### src/rtl/hilo_muldiv.sv
// Iterative 32-bit multiply/divide unit owning the HI/LO registers.
// Each operation takes 33 clocks: 32 shift-add or restoring-divide steps on magnitudes, then one sign-fix step.
module hilo_muldiv #(
  parameter int WIDTH = 32,
  parameter int CNT_W = 6
) (
  input  logic             clk,
  input  logic             rst,
  input  logic             start,
  input  logic [1:0]       op,
  input  logic [WIDTH-1:0] rs_val,
  input  logic [WIDTH-1:0] rt_val,
  input  logic             mthi,
  input  logic             mtlo,
  output logic             busy,
  output logic             done,
  output logic [WIDTH-1:0] hi,
  output logic [WIDTH-1:0] lo
);

  typedef enum logic [1:0] {S_IDLE, S_RUN, S_FIX} state_t;

  state_t               state_q, state_d;
  logic [CNT_W-1:0]     cnt_q, cnt_d;
  logic                 done_q, done_d;
  logic [WIDTH-1:0]     hi_q, hi_d, lo_q, lo_d;
  logic [2*WIDTH-1:0]   acc_q, acc_d;
  logic [WIDTH-1:0]     b_q, b_d;
  logic                 sa_q, sa_d, sb_q, sb_d, div_q, div_d, dz_q, dz_d;

  logic                 op_signed;
  logic [WIDTH-1:0]     rs_mag, rt_mag;
  logic [WIDTH:0]       mul_sum, div_r;
  logic                 div_ge;
  logic [WIDTH-1:0]     div_rem;
  logic [2*WIDTH-1:0]   prod_fix;
  logic [WIDTH-1:0]     quo_fix, rem_fix;

  function automatic logic [WIDTH-1:0] cond_neg(input logic [WIDTH-1:0] v, input logic n);
    return n ? -v : v;
  endfunction

  function automatic logic [2*WIDTH-1:0] cond_neg_wide(input logic [2*WIDTH-1:0] v, input logic n);
    return n ? -v : v;
  endfunction

  always_comb begin
    state_d = state_q;
    cnt_d   = cnt_q;
    done_d  = 1'b0;
    hi_d    = hi_q;
    lo_d    = lo_q;
    acc_d   = acc_q;
    b_d     = b_q;
    sa_d    = sa_q;
    sb_d    = sb_q;
    div_d   = div_q;
    dz_d    = dz_q;

    op_signed = ~op[0];
    rs_mag    = cond_neg(rs_val, op_signed & rs_val[WIDTH-1]);
    rt_mag    = cond_neg(rt_val, op_signed & rt_val[WIDTH-1]);

    // acc holds {partial product, multiplier} for mult and {remainder, dividend/quotient} for div
    mul_sum = {1'b0, acc_q[2*WIDTH-1:WIDTH]} + (acc_q[0] ? {1'b0, b_q} : '0);
    div_r   = acc_q[2*WIDTH-1:WIDTH-1];
    div_ge  = div_r >= {1'b0, b_q};
    div_rem = div_r[WIDTH-1:0] - b_q;

    prod_fix = cond_neg_wide(acc_q, sa_q ^ sb_q);
    quo_fix  = dz_q ? '1 : cond_neg(acc_q[WIDTH-1:0], sa_q ^ sb_q);
    rem_fix  = cond_neg(acc_q[2*WIDTH-1:WIDTH], sa_q);

    case (state_q)
      S_IDLE: begin
        if (start) begin
          sa_d    = op_signed & rs_val[WIDTH-1];
          sb_d    = op_signed & rt_val[WIDTH-1];
          div_d   = op[1];
          dz_d    = op[1] & (rt_val == '0);
          acc_d   = op[1] ? {{WIDTH{1'b0}}, rs_mag} : {{WIDTH{1'b0}}, rt_mag};
          b_d     = op[1] ? rt_mag : rs_mag;
          cnt_d   = '0;
          state_d = S_RUN;
        end else begin
          if (mthi) hi_d = rs_val;
          if (mtlo) lo_d = rs_val;
        end
      end
      S_RUN: begin
        if (div_q)
          acc_d = div_ge ? {div_rem, acc_q[WIDTH-2:0], 1'b1}
                         : {div_r[WIDTH-1:0], acc_q[WIDTH-2:0], 1'b0};
        else
          acc_d = {mul_sum, acc_q[WIDTH-1:1]};
        cnt_d = cnt_q + 1'b1;
        if (cnt_q == CNT_W'(WIDTH - 1)) state_d = S_FIX;
      end
      S_FIX: begin
        hi_d    = div_q ? rem_fix : prod_fix[2*WIDTH-1:WIDTH];
        lo_d    = div_q ? quo_fix : prod_fix[WIDTH-1:0];
        done_d  = 1'b1;
        state_d = S_IDLE;
      end
      default: state_d = S_IDLE;
    endcase
  end

  always_ff @(posedge clk or posedge rst) begin
    if (rst) begin
      state_q <= S_IDLE;
      cnt_q   <= '0;
      done_q  <= 1'b0;
      hi_q    <= '0;
      lo_q    <= '0;
    end else begin
      state_q <= state_d;
      cnt_q   <= cnt_d;
      done_q  <= done_d;
      hi_q    <= hi_d;
      lo_q    <= lo_d;
    end
  end

  // Operand/accumulator path is only consumed after a start, so it carries no reset
  always_ff @(posedge clk) begin
    acc_q <= acc_d;
    b_q   <= b_d;
    sa_q  <= sa_d;
    sb_q  <= sb_d;
    div_q <= div_d;
    dz_q  <= dz_d;
  end

  assign busy = (state_q != S_IDLE);
  assign done = done_q;
  assign hi   = hi_q;
  assign lo   = lo_q;

endmodule

### config.mk
export PLATFORM = sky130hd
export DESIGN_NAME = hilo_muldiv
export DESIGN_NICKNAME = d
export VERILOG_FILES = /design/src/rtl/hilo_muldiv.sv
export SDC_FILE = /design/constraint.sdc
export NUM_CORES = 1
export LEC_CHECK = 0
export ABC_AREA = 1
export CELL_PAD_IN_SITES_DETAIL_PLACEMENT = 1
export CELL_PAD_IN_SITES_GLOBAL_PLACEMENT = 1
export CORE_MARGIN = 1.5
export CORE_UTILIZATION = 46
export DETAILED_ROUTE_END_ITERATION = 16
export GPL_ROUTABILITY_DRIVEN = 0
export GPL_TIMING_DRIVEN = 0
export PLACE_DENSITY_LB_ADDON = 0.1
export SLEW_MARGIN = 20
export SYNTH_ARGS = -nofsm -noshare
export SYNTH_HDL_FRONTEND = slang
export SYNTH_SLANG_ARGS = --single-unit
### constraint.sdc
create_clock -name clk -period 11.5 [get_ports clk]
set_clock_uncertainty 0.2 [all_clocks]
set_input_delay 2.3 -clock clk [delete_from_list [all_inputs] [get_ports clk]]
set_output_delay 2.3 -clock clk [all_outputs]
set_load 0.005 [all_outputs]
==> results of run 1 <==
==> critical path: stages <==
cell,delay (ps)
clkdlybuf4s50_1,470
inv_1,150
ha_1,210
nand4_1,170
nor2_2,320
nand3_1,110
nand2_1,200
nand2_1,100
xnor2_1,300
nand2_1,90
o211ai_1,170
nand2_1,90
==> per-stage QoR <==
step / setup slack, ps / cells / instance area [um2]
after floorplan: 5240 / 3029 / 18500
after global placement: 3020 / 3690 / 20500
after detailed placement: 6410 / 3693 / 20600
after CTS: 6890 / 3725 / 21100
after global routing: 6710 / 3725 / 21100
final: 6840 / 3725 / 21100
==> kinds of logic (layout without fill, tap and decap cells) <==
kind of cell / Yosys count / count (layout) / synth area share
simple gates: 1724 / 1724 / 0.406
buf+inv: 570 / 741 / 0.122
compound gates: 413 / 413 / 0.125
flops: 173 / 173 / 0.261
xor+xnor: 76 / 76 / 0.0360
fa+ha+maj: 71 / 71 / 0.0489
mux: 2 / 2 / 0.00108
==> flip-flops by register name, summed over array words and instances, names as in the netlist <==
signal / count
acc_q: 64
b_q: 32
hi: 32
lo: 32
cnt_q: 6
state_q: 2
div_q: 1
done: 1
dz_q: 1
sa_q: 1
sb_q: 1
==> per-layer routing <==
layer  wire, um  part of all wire
met1      34000              0.39
met2      38800              0.44
met3       7710             0.088
met4       7090             0.081
met5         41           0.00047
==> worst max path at each step <==
stage                               to  slack, ps  depth (start not counted)
5_1_grt            acc_q[18]$_DFFE_PP_       6710                         12
2_1_floorplan       acc_q[0]$_DFFE_PP_       5240                          4
6_report           acc_q[18]$_DFFE_PP_       6840                         12
4_1_cts            acc_q[18]$_DFFE_PP_       6890                         12
3_3_place_gp   acc_q[62]$_SDFFCE_PN0P_       3020                          5
3_5_place_dp       acc_q[18]$_DFFE_PP_       6410                         12
==> cells in the mapped netlist, types with 7 or more instances <==
| library cell | count |
|---|---|
| or2_2 | 7 |
| nand3b_1 | 12 |
| o21bai_1 | 21 |
| xnor2_1 | 10 |
| inv_1 | 468 |
| nand2_1 | 965 |
| nor2_2 | 14 |
| o211ai_1 | 43 |
| clkbuf_1 | 51 |
| nor2_4 | 8 |
| o21ai_0 | 173 |
| o21ai_1 | 15 |
| a31oi_1 | 8 |
| buf_1 | 9 |
| a21oi_1 | 121 |
| nor2_1 | 299 |
| nor3_1 | 42 |
| nand3_1 | 240 |
| nand4_1 | 69 |
| nand2_2 | 19 |
| buf_2 | 27 |
| o22ai_1 | 11 |
| dfrtp_1 | 73 |
| o31ai_1 | 10 |
| xor2_1 | 66 |
| nand3_2 | 24 |
| ha_1 | 69 |
| edfxtp_1 | 100 |
| and2_1 | 8 |
==> power breakdown <==
part	switching, uW	total [uW]	internal, uW
clock	293	581	288
sequential	409	1440	1030
combinational	2380	3590	1210
total	3080	5610	2530
==> cell type report <==
type	instances	area (um2)
Clock inverter	12	100
Fill cell	5603	18500
Multi-Input combinational cell	2286	11400
Inverter	474	1780
Clock buffer	20	447
Buffer	96	468
Timing Repair Buffer	139	1440
Tap cell	525	657
Sequential cell	173	4830
==> run metrics, run 1 <==
outcome=finished clean; leading cell types in the layout, fill and taps excluded=965 x nand2_1, 466 x inv_1, 298 x nor2_1; data required time at the worst endpoint=11520 ps; number of setup violations in the final report=0; global routing met2 resource utilization=0.668; hold wc startpoint=hi[6]$_DFFE_PP0P_; GR Layer Usage met1=0.520; total CTS buffers=17; post-CTS setup buffer count=0; Crit. Startpoint=rt_val[0]; cell chosen for the clock root=clkbuf_16; deepest level of the CTS H-tree=4; Critical Path Sink Type=flip-flop; cell count after synthesis=3029; Post-CTS Hold Fix Bufs=0; GR Overflow Total=0; diode count=0; WHS=309 ps; max-cap violations=0; width of the chip=203 um; highest clock frequency the design can meet=215 MHz; Reg2Reg Depth=17; clock transition at the registers of the reported paths=70 ps; maximum resistive drop on vdd=0.175 mV; number of port buffers=136; post-synth top area share=0.196; CTS max path bufs=2; RSZ-0062 raised after global routing=no; Total Power Consumption=5610 uW; CP arrival=4680 ps; static leakage power=0.0106 uW; Syn. warnings=0; CTS tree=built; total iterations of the first detailed-routing run=5; wire length of the first global-routing pass=132000 um; site row count=73; unique cell type count in the Yosys netlist=55; clock period minus worst slack=4660 ps; most frequent standard cell in the layout excluding fill and tap cells=nand2_1; class of the most critical setup path=primary input to flip-flop; Die ar.=0.0414 mm2; clock latency at the later pin of the worst-skew pair=480 ps; initial antenna violation count=6; biggest area contributors in the synthesized netlist=nand2_1 20%, edfxtp_1 16%, dfrtp_1 9.9%; largest area contributor in the netlist=nand2_1; Initial DRC Count=2542; Via Count=22300; GR peak layer=met2; Post-Route Setup TNS=0 ps; CP Max Fanout=7; part of the Yosys area used for sequential elements=0.261; Pins Over Slew Limit=0; number of global-route vias before repair=22800; Max transition margin=0.231; TritonCTS sink count=173; end of the worst register-to-register path=acc_q[47]$_SDFFCE_PN0P_; combined global-route utilization of all metal layers=0.425; Least-Margin Pin Slew=1150 ps; Layout Utilization=0.533; flops & latches, synth=173; reg2reg start=acc_q[0]$_DFFE_PP_; drt wl/cell=23.5 um; initial core utilization=0.466; post-detailed-routing wire length=87600 um; Floorplan Core Area=0.0396 mm2; post-layout net count=3329; nature of the critical path startpoint=primary input; DRC=0; register-to-register setup slack=7820 ps; ys flop type=edfxtp_1; fraction of final layout cells with drive strength greater than 1=0.0506; terminating pin of the worst hold path=hi[6]$_DFFE_PP0P_; post-cts gate resize count=0; Layout area overhead=14.4%; Post-Synthesis Net Count=3171; Power per Cell Area=265 mW/mm2; half-perimeter wire length of the detailed placement result=72900 um; per-cell via count in the routed design=5.99; height of the die=203 um; number of flops mapped to enable cells by yosys=100; maximum number of pins on one net before global-route repair=59; worst hold-check path type=flip-flop to flip-flop; met3 usage in global routing=0.0805; number of stages on the worst hold path=2; Boundary Pins=137; Syn Std Cell Area=0.0185 mm2; number of routed nets with antenna violations=0; number of endpoints with negative hold slack in the final report=0; share of flip-flops with an asynchronous set or reset=0.422; syn_area_per_cell=6.10 um2; final period utilization=0.405
(Power assumes the default switching activity.)
==> run 2: changes to the inputs <==
- CORE_UTILIZATION: 46 -> 39
- clock period: 11.5 -> 3.8 ns (I/O delays scaled with it)
==> run 2 against run 1 <==
- sequential power increased to 3.1 times the previous value
- clock-buffer cell count shrank 1
- core utilization is 7.6 points lower
- sequential share of layout area down 0.18 points
- critical path depth rose by 3
- hold slack gained 3.2 ps
- final area increased by 0.81%
- non-clock buffer count did not move
- highest routed layer unchanged
- cell count up 2.3%
==> run metrics, run 2 (synthesis results as in run 1) <==
clock transition at the registers of the reported paths=80 ps; combinational share of power=0.633; WHS=313 ps; number of endpoints with negative hold slack in the final report=0; switching share of total power=0.545; Power per Cell Area=803 mW/mm2; data required time at the worst endpoint=3830 ps; slowest cell on the critical path=clkbuf_1; outcome=finished clean; post-cts gate resize count=0; CTS tree=built; number of setup violations in the final report=0; Initial DRC Count=1847; per-cell via count in the routed design=5.70; Max transition margin=0.369; Place WS=217 ps; total iterations of the first detailed-routing run=5; GR Layer Usage met1=0.451; height of the die=221 um; Least-Margin Pin Slew=947 ps; Via Count=21700; global routing met2 resource utilization=0.597; most common cell type on the critical path=nand3_1; leading cell types in the layout, fill and taps excluded=965 x nand2_1, 466 x inv_1, 298 x nor2_1; TritonCTS sink count=173; Critical Path Sink Type=flip-flop; drt wl/cell=23.5 um; deepest level of the CTS H-tree=4; clock latency at the later pin of the worst-skew pair=480 ps; static leakage power=0.0106 uW; Floorplan Core Area=0.0467 mm2; number of global-route vias before repair=22200; initial core utilization=0.396; critical path, cell by cell=buf_6 > clkbuf_1 > nand2_1 > inv_1 > ha_1 > a21oi_1 > nor2_1 > nor2_1 > nand3_1 > nand2_1 > nand3_1 > nand3_1 > nand3_1 > nand2_1 > inv_1; PnR worst setup slack=393 ps; most frequent standard cell in the layout excluding fill and tap cells=nand2_1; clock period minus worst slack=3410 ps; design internal power=7790 uW; half-perimeter wire length of the detailed placement result=75500 um; Layout Utilization=0.457; Boundary Pins=137; register ranked first by flip-flop count=acc_q; sequential power share=0.257; wire length of the first global-routing pass=133000 um; crit-path max cell delay=410 ps; cell chosen for the clock root=clkbuf_16; nature of the critical path startpoint=flip-flop; max-cap violations=0; highest clock frequency the design can meet=294 MHz; GR peak layer=met2; DRC=0; maximum number of pins on one net before global-route repair=56; worst hold-check path type=flip-flop to flip-flop; post-layout net count=3329; fraction of final layout cells with drive strength greater than 1=0.0513; CTS max path bufs=2; area of the multi-input gates=0.0114 mm2; site row count=79; width of the chip=221 um; combined global-route utilization of all metal layers=0.370; portion of total power attributed to the clock network=0.110; met3 usage in global routing=0.0826; total CTS buffers=17; Die ar.=0.0487 mm2; Filler cells=6438; final period utilization=0.897; RSZ-0062 raised after global routing=no; net switching power of the design=9310 uW; post-detailed-routing wire length=89300 um; GR Overflow Total=0; area taken by flip-flops and latches=0.00483 mm2; maximum resistive drop on vdd=0.394 mV; number of routed nets with antenna violations=0; Pins Over Slew Limit=0; CP arrival=3440 ps; number of port buffers=136; max reg flops=64; initial antenna violation count=2; Layout area overhead=15.3%; class of the most critical setup path=flip-flop to flip-flop; CP Max Fanout=17
-- run 2: cell count changes in the layout (fill, tap and decap cells not counted) --
cell / delta
inv_6: -4
clkinv_4: +3
bufinv_16: +2
diode_2: +2
buf_12: +1
clkbuf_1: -1
clkbuf_8: -1
clkinv_1: -1
clkinv_2: +1
clkinvlp_2: -1
clkinvlp_4: +1
inv_4: -1
inv_8: +1
-- run 2: critical path: cells and delay by family (launching register included) --
family	cells	cell delay, ps
and+or+nand+nor	9	1230
buffers and inverters	4	770
DFF	1	350
AOI/OAI and AO/OA	1	310
adders and majority gates	1	280
-- run 2: path summary, 6_finish.rpt --
check	slack, ps	from	to	cells after the start
setup reg to reg	390	acc_q[0]$_DFFE_PP_	acc_q[59]$_SDFFCE_PN0P_	15
max in group asynchronous	2390	rst	hi[11]$_DFFE_PP0P_	3
setup / recovery	390	acc_q[0]$_DFFE_PP_	acc_q[59]$_SDFFCE_PN0P_	15
min in group asynchronous	390	rst	lo[4]$_DFFE_PP0P_	2
hold / removal	310	hi[24]$_DFFE_PP0P_	hi[24]$_DFFE_PP0P_	2
hold reg to reg	310	hi[24]$_DFFE_PP0P_	hi[24]$_DFFE_PP0P_	2
-- run 2: power by group through the flow --
| stage | registers, uW | clock network, uW | logic, uW |
|---|---|---|---|
| global placement | 4380 | 0 | 10200 |
| CTS | 4350 | 1870 | 10700 |
| global route | 4430 | 1950 | 11900 |
| floorplan | 3750 | 0 | 6780 |
| detailed placement | 4380 | 0 | 10600 |
| finish | 4400 | 1870 | 10800 |
-- run 2: area by class of cell --
| type | count | area share |
|---|---|---|
| inverter | 474 | 0.0838 |
| sequential | 173 | 0.227 |
| timing repair buffer | 140 | 0.0684 |
| antenna | 2 | 0.000235 |
| tap | 607 | 0.0357 |
| clock buffer | 19 | 0.0203 |
| buffer | 95 | 0.0218 |
| clock inverter | 13 | 0.00746 |
| multi-input combinational | 2286 | 0.536 |
-- run 2: what timing repair did --
action	CTS	global route
setup endpoints to repair	0	6
hold buffers	0	0
buffers inserted	0	0
-- run 2: layer usage --
layer  up-vias  wire (um)
met4         4       5710
met1     10500      35900
met3       243       7310
li1      10100          -
met2       907      40300
met5         -         27
-- run 2: stage by stage --
stage	cell area [um2]	TNS, ps	instances	power, uW
6_report	21300	0	3809	17100
5_1_grt	21300	0	3807	18300
4_1_cts	21300	0	3808	16900
3_5_place_dp	20700	0	3776	15000
3_3_place_gp	20600	-118230	3772	14600
2_1_floorplan	18500	0	3029	10500
